## src/rtl/cpu_bus_pkg.sv

```systemverilog
// -----------------------------------------------------------------------------
// cpu_bus_pkg
// Shared types for the 65C816 bus-cycle sequencer: access speed classes,
// address-source encodings and the sequencer state enum.
// Optional build macro used by the bus files: CPU_TURBO_EN.
// -----------------------------------------------------------------------------
package cpu_bus_pkg;

  typedef enum logic [1:0] {
    SPD_FAST  = 2'd0,
    SPD_SLOW  = 2'd1,
    SPD_XSLOW = 2'd2
  } speed_t;

  localparam logic [1:0] ASEL_PC = 2'd0;  // PBR:PC
  localparam logic [1:0] ASEL_AA = 2'd1;  // (AB+carry):AA
  localparam logic [1:0] ASEL_DX = 2'd2;  // 00:DX
  localparam logic [1:0] ASEL_S  = 2'd3;  // 00:S

  typedef enum logic [1:0] {
    BS_IDLE = 2'd0,
    BS_RUN  = 2'd1,
    BS_HOLD = 2'd2
  } bus_state_t;

endpackage

```

## src/rtl/cpu_bus_speed.sv

```systemverilog
// -----------------------------------------------------------------------------
// cpu_bus_speed
// Purely combinational SNES memory-map speed classifier.
// Ports:
//   addr     in  24  selected CPU bus address (bank:offset)
//   bus_acc  in  1   1 = external access, 0 = internal cycle (always FAST)
//   memsel   in  1   $420D bit 0, FastROM enable
//   turbo    in  1   only with CPU_TURBO_EN: SLOW accesses promoted to FAST
//   speed    out 2   speed class
// Build macro: CPU_TURBO_EN adds the turbo input.
// -----------------------------------------------------------------------------
module cpu_bus_speed
  import cpu_bus_pkg::*;
(
  input  logic [23:0] addr,
  input  logic        bus_acc,
  input  logic        memsel,
`ifdef CPU_TURBO_EN
  input  logic        turbo,
`endif
  output speed_t      speed
);

  logic [7:0]  bank;
  logic [15:0] off;
  speed_t      raw;

  assign bank = addr[23:16];
  assign off  = addr[15:0];

  always_comb begin
    raw = SPD_SLOW;
    if (!bus_acc) begin
      raw = SPD_FAST;
    end else if (bank[6]) begin
      // Banks 40-7F are always SLOW; C0-FF follow FastROM.
      raw = (bank[7] && memsel) ? SPD_FAST : SPD_SLOW;
    end else if (off < 16'h2000) begin
      raw = SPD_SLOW;
    end else if (off < 16'h4000) begin
      raw = SPD_FAST;
    end else if (off < 16'h4200) begin
      raw = SPD_XSLOW;
    end else if (off < 16'h6000) begin
      raw = SPD_FAST;
    end else if (!off[15]) begin
      raw = SPD_SLOW;
    end else begin
      // ROM mirror in the upper half: only the 80-BF copy honours FastROM.
      raw = (bank[7] && memsel) ? SPD_FAST : SPD_SLOW;
    end
  end

`ifdef CPU_TURBO_EN
  assign speed = (turbo && raw == SPD_SLOW) ? SPD_FAST : raw;
`else
  assign speed = raw;
`endif

endmodule

```

## src/rtl/cpu_bus_cycle.sv

```systemverilog
// -----------------------------------------------------------------------------
// cpu_bus_cycle
// Bus-cycle sequencer behind the 65C816 address generator. Selects the 24-bit
// bus address, classifies its speed, drives RD_N/WR_N and emits the one-tick
// EN pulse that steps the core. Parks the CPU on HOLD at cycle boundaries.
// Ports:
//   CLK, RST_N (sync, active-low), CE (master clock enable)
//   ADDR_SEL[1:0], BUS_ACC, WE          cycle request
//   PBR, PC, AA[16:0], AB, DX, S, DO    address/data sources
//   MEMSEL, HOLD                        FastROM enable, DMA stall request
//   TURBO                               only with CPU_TURBO_EN
//   A_OUT[23:0], D_OUT[7:0]             latched address / write data
//   RD_N, WR_N, EN, HOLD_ACK            strobes, core step, hold ack
// Build macro: CPU_TURBO_EN adds the TURBO input.
// -----------------------------------------------------------------------------
module cpu_bus_cycle
  import cpu_bus_pkg::*;
#(
  parameter int FAST_CYC  = 6,
  parameter int SLOW_CYC  = 8,
  parameter int XSLOW_CYC = 12,
  parameter int STB_START = 2
) (
  input  logic        CLK,
  input  logic        RST_N,
  input  logic        CE,
  input  logic [1:0]  ADDR_SEL,
  input  logic        BUS_ACC,
  input  logic        WE,
  input  logic [7:0]  PBR,
  input  logic [15:0] PC,
  input  logic [16:0] AA,
  input  logic [7:0]  AB,
  input  logic [15:0] DX,
  input  logic [15:0] S,
  input  logic [7:0]  DO,
  input  logic        MEMSEL,
  input  logic        HOLD,
`ifdef CPU_TURBO_EN
  input  logic        TURBO,
`endif
  output logic [23:0] A_OUT,
  output logic [7:0]  D_OUT,
  output logic        RD_N,
  output logic        WR_N,
  output logic        EN,
  output logic        HOLD_ACK
);

  localparam int CW = $clog2(XSLOW_CYC + 1);

  bus_state_t  state_q, state_d;
  logic [CW-1:0] cnt_q, cnt_d, len_q, len_sel;
  logic        we_q, bus_q, rd_n_q, wr_n_q, rd_n_d, wr_n_d;
  logic [23:0] a_q, sel_addr;
  logic [7:0]  d_q, bank_aa;
  logic        start, last, strobe_on;
  speed_t      speed;

  // Address source mux; the AA carry bumps the bank with 8-bit wrap.
  assign bank_aa = AB + {7'd0, AA[16]};

  always_comb begin
    sel_addr = {PBR, PC};
    case (ADDR_SEL)
      ASEL_PC: sel_addr = {PBR, PC};
      ASEL_AA: sel_addr = {bank_aa, AA[15:0]};
      ASEL_DX: sel_addr = {8'h00, DX};
      ASEL_S:  sel_addr = {8'h00, S};
      default: sel_addr = {PBR, PC};
    endcase
  end

  cpu_bus_speed u_speed (
    .addr    (sel_addr),
    .bus_acc (BUS_ACC),
    .memsel  (MEMSEL),
`ifdef CPU_TURBO_EN
    .turbo   (TURBO),
`endif
    .speed   (speed)
  );

  always_comb begin
    case (speed)
      SPD_FAST:  len_sel = CW'(FAST_CYC);
      SPD_SLOW:  len_sel = CW'(SLOW_CYC);
      SPD_XSLOW: len_sel = CW'(XSLOW_CYC);
      default:   len_sel = CW'(SLOW_CYC);
    endcase
  end

  assign last = (cnt_q == len_q - CW'(1));

  // Next-state: every transition happens only on a CE tick.
  always_comb begin
    state_d = state_q;
    cnt_d   = cnt_q;
    start   = 1'b0;
    if (CE) begin
      case (state_q)
        BS_IDLE: begin
          start   = 1'b1;
          state_d = BS_RUN;
          cnt_d   = '0;
        end
        BS_RUN: begin
          if (last) begin
            if (HOLD) begin
              state_d = BS_HOLD;
            end else begin
              start = 1'b1;
              cnt_d = '0;
            end
          end else begin
            cnt_d = cnt_q + CW'(1);
          end
        end
        BS_HOLD: begin
          if (!HOLD) begin
            start   = 1'b1;
            state_d = BS_RUN;
            cnt_d   = '0;
          end
        end
        default: state_d = BS_IDLE;
      endcase
    end

    // Strobes are registered against the count the next tick lands on, so a
    // cycle start (count 0) or a move into HOLD always releases them.
    strobe_on = (state_d == BS_RUN) && !start && bus_q &&
                (cnt_d >= CW'(STB_START));
    rd_n_d = CE ? !(strobe_on && !we_q) : rd_n_q;
    wr_n_d = CE ? !(strobe_on &&  we_q) : wr_n_q;
  end

  always_ff @(posedge CLK) begin
    if (!RST_N) begin
      state_q <= BS_IDLE;
      cnt_q   <= '0;
      len_q   <= CW'(FAST_CYC);
      we_q    <= 1'b0;
      bus_q   <= 1'b0;
      a_q     <= '0;
      d_q     <= '0;
      rd_n_q  <= 1'b1;
      wr_n_q  <= 1'b1;
    end else begin
      state_q <= state_d;
      cnt_q   <= cnt_d;
      rd_n_q  <= rd_n_d;
      wr_n_q  <= wr_n_d;
      if (start) begin
        a_q   <= sel_addr;
        d_q   <= DO;
        len_q <= len_sel;
        we_q  <= WE;
        bus_q <= BUS_ACC;
      end
    end
  end

  assign A_OUT    = a_q;
  assign D_OUT    = d_q;
  assign RD_N     = rd_n_q;
  assign WR_N     = wr_n_q;
  // Gated by CE and reset so a step can never leak outside a live CE tick.
  assign EN       = RST_N && CE && (state_q == BS_RUN) && last;
  assign HOLD_ACK = (state_q == BS_HOLD);

endmodule
```

## config.mk

```make
export PLATFORM = sky130hd
export DESIGN_NAME = cpu_bus_cycle
export DESIGN_NICKNAME = d
export VERILOG_FILES = /design/src/rtl/cpu_bus_pkg.sv /design/src/rtl/cpu_bus_speed.sv /design/src/rtl/cpu_bus_cycle.sv
export SDC_FILE = /design/constraint.sdc
export NUM_CORES = 1
export LEC_CHECK = 0
export ABC_AREA = 0
export BUFFER_PORTS_ARGS = -buffer_cell sky130_fd_sc_hd__clkbuf_2
export CORE_MARGIN = 8
export CORE_UTILIZATION = 49
export DETAILED_ROUTE_END_ITERATION = 8
export GPL_TIMING_DRIVEN = 0
export PLACE_DENSITY = 0.83
export SLEW_MARGIN = 20
export SYNTH_ARGS = -nofsm -noshare
export SYNTH_HDL_FRONTEND = slang
export SYNTH_HIERARCHICAL = 1
export SYNTH_SLANG_ARGS = --single-unit
```

## constraint.sdc

```tcl
create_clock -name CLK -period 6.6 [get_ports CLK]
set_input_delay 0 -clock CLK [delete_from_list [all_inputs] [get_ports CLK]]
set_output_delay 0 -clock CLK [all_outputs]
set_load 0.02 [all_outputs]
```

==> metrics.csv <==
stage;metric;value;unit
status;run status;finished clean;
global_routing;initial antenna violation count;0;
global_routing;total grt overflow;0;
global_routing;total global routing track utilization;0.208;
global_routing;via count of the first global-routing pass;3288;
cells_and_area;fill cell count;493;
clock_tree;clock latency on the worst-skew pair;0.30;ns
timing;Pins Over Slew Limit;0;
timing;fin crit period;2.50;ns
synthesis;library cells used by synthesis;55;
timing;number of hold-slack violations in the final timing report;0;
placement;input/output buffers;131;
timing;Worst Max-Slew Pin Slew;0.792;ns
route;DR DRC count;0;
placement;total half-perimeter wirelength after legalization and detailed placement;7.11;mm
clock_tree;clock sinks;45;
cells_and_area;final std cell area, no fill;3830;um^2
cells_and_area;fraction of final layout cells sized beyond drive strength 1;0.454;
global_routing;maximum number of pins on one net before global-route repair;14;
clock_tree;CTS tree;done;
clock_tree;root buffer selected by CTS;clkbuf_8;
synthesis;count of mapped cells out of synthesis;304;
run;# Max-Cap Violations;0;
timing;Max Clk Rate;400;MHz
clock_tree;clock slew at the register clock pins of the worst setup and hold paths;0.09;ns
setup_path;Required @ worst endpoint;6.78;ns
synthesis;cell area after synthesis;2880;um^2
route;routed length per instance;17.0;um
timing;relative max-transition margin;0.468;
setup_path;worst setup path category;in2reg;
clock_tree;clock buffers created by TritonCTS;5;
floorplan;I/O pin count;134;
synthesis;main flop type after synthesis;dfxtp_1;
synthesis;post-synthesis async set-or-reset flop share;0;
setup_path;Worst Path Max Fanout;4;
cells_and_area;total number of nets in the final design;554;
power;worst vdd ir;0.000118;V
route;Iteration-0 DRC Markers;133;
floorplan;Starting Density;0.495;
route;count of nets left with antenna violations after detail routing;0;
synthesis;cell types with the highest counts after synthesis;dfxtp_1 (45), nand3_1 (40), a21oi_2 (29);
clock_tree;maximum buffer depth of the clock tree;2;
synthesis;Syn Area/Cell;9.47;um^2
timing;final-layout setup total negative slack;0;ns
synthesis;sequential area share after synthesis;0.313;
route;Via Count;2994;
synthesis;total of flip-flops plus latches after synthesis;45;
route;aggregate routed wire length;8.94;mm
floorplan;standard-cell rows;28;
timing;Post-Route Skew;0.00610;ns
placement;final weighted congestion of routability-driven global placement;0.879;
clock_tree;Hold-fix buffers, CTS;10;
synthesis;synth warn;6;
synthesis;cell types with the largest area share after synthesis;dfxtp_1 (31%), mux4_2 (13%), a21oi_2 (8.8%);
cells_and_area;share of the core filled with cells;0.659;
synthesis;number of enable flip-flop cells after synthesis;0;
global_routing;first-pass GRT wire length;14.9;mm
setup_path;endpoint class of the critical path;flop;
power;cell leakage power;1.64;nW
clock_tree;number of cells upsized or downsized after cts;0;
setup_path;Setup crit start kind;primary input;
clock_tree;total number of H-tree levels;2;
synthesis;net count after synthesis;406;
floorplan;horizontal extent of the die;92.7;um
power;power density normalized to cell area;180;nW/um^2
route;DRT Pass-1 Iters;4;
synthesis;largest area contributor in the synthesized netlist;dfxtp_1;
cells_and_area;area growth from synthesis to layout;33.1;%
synthesis;Yosys top cell area share;0.313;
cells_and_area;final antenna diode count;0;
hold_path;path category of the worst min-delay check;in2reg;
synthesis;most frequently used cell type in the post-synthesis netlist;dfxtp_1;
placement;Post-DP Area;3630;um^2
route;ratio of routed vias to standard cells;5.68;
timing;final worst path period share;0.379;
timing;Final setup viols;0;
floorplan;Std-Cell Core Area;5820;um^2
setup_path;WP data arrival;2.68;ns
timing;Hold WS;0.00641;ns
timing;setup repair after global routing missed its margin;false;
floorplan;floorplan die area;8580;um^2
clock_tree;buffers inserted by post-CTS timing repair;0;
floorplan;chip height;92.7;um
## worst paths after layout
kind	slack (ns)	startpoint	depth (start not counted)	end
setup / recovery	4.10	AA[16]	10	len_q[3]$_SDFFE_PN0P_
hold / removal	0.006	BUS_ACC	3	bus_q$_SDFFE_PN0P_
setup reg to reg	4.36	len_q[1]$_SDFFE_PN1P_	10	A_OUT[2]$_SDFFE_PN0P_
hold reg to reg	0.48	D_OUT[0]$_SDFFE_PN0P_	2	D_OUT[0]$_SDFFE_PN0P_
## state kept, by name, indices dropped and copies added, names as in the netlist, 2 cells and up
register and count:
A_OUT 24, D_OUT 8, cnt_q 4, state_q 2, len_q 3
## area by class of cell
cell class,instances,area (um^2),share of cell area
multi-input cells,223,1740,0.454
flip-flops and latches,45,901,0.235
repair buffers,141,756,0.197
plain buffers,30,215,0.0562
well taps,75,93.8,0.0245
clock buffers,5,68.8,0.0180
clock inverters,2,35.0,0.00914
inverters,6,22.5,0.00588
## routing by layer
layer,GRT usage,part of all wire
met3,0.0744,0.093
met1,0.242,0.41
met2,0.355,0.48
met4,0.0483,0.014
met5,0,0
## where the power goes
group          leakage (nW)  internal [mW]  total [mW]  switching (mW)
clock                0.0540          0.110       0.205          0.0950
sequential            0.369          0.287       0.297         0.00960
combinational          1.22         0.0880       0.187          0.0993
## cell usage in the layout (no fill, tap or decap), types with 5 or more instances in the layout
master,instances
a21oi_1,12
a21oi_2,29
buf_6,5
clkbuf_1,13
clkbuf_2,131
clkbuf_8,5
dfxtp_1,45
dlygate4sd3_1,10
inv_1,6
mux4_2,16
nand2_1,7
nand3_1,40
nor2_1,11
o21ai_0,12
o21ai_1,27
## per-stage QoR
stage / setup slack, ns / power (mW) / std cells
after floorplan: 4.30 / 0.420 / 304
after global routing: 3.95 / 0.724 / 527
after CTS: 4.13 / 0.691 / 527
final: 4.10 / 0.689 / 527
after detailed placement: 3.81 / 0.485 / 510
after global placement: 3.85 / 0.481 / 510
## cells by family (layout without fill, tap and decap cells)
family | Yosys count | count (layout) | synth area share
compound gates | 110 | 110 | 0.269
xor+xnor | 7 | 7 | 0.0261
fa+ha+maj | 4 | 4 | 0.0174
buf+inv | 36 | 184 | 0.0826
flops | 45 | 45 | 0.313
mux | 19 | 19 | 0.136
simple gates | 83 | 83 | 0.156
## worst max-delay path, stage by stage
cell	delay, ns
clkbuf_2	0.08
ha_1	0.20
ha_1	0.20
nand3_1	0.14
or3_1	0.38
a311oi_1	0.69
o211ai_1	0.15
o311a_1	0.17
or4_1	0.51
nor3b_1	0.16
Note: power is estimated with default switching activity, not from simulation.
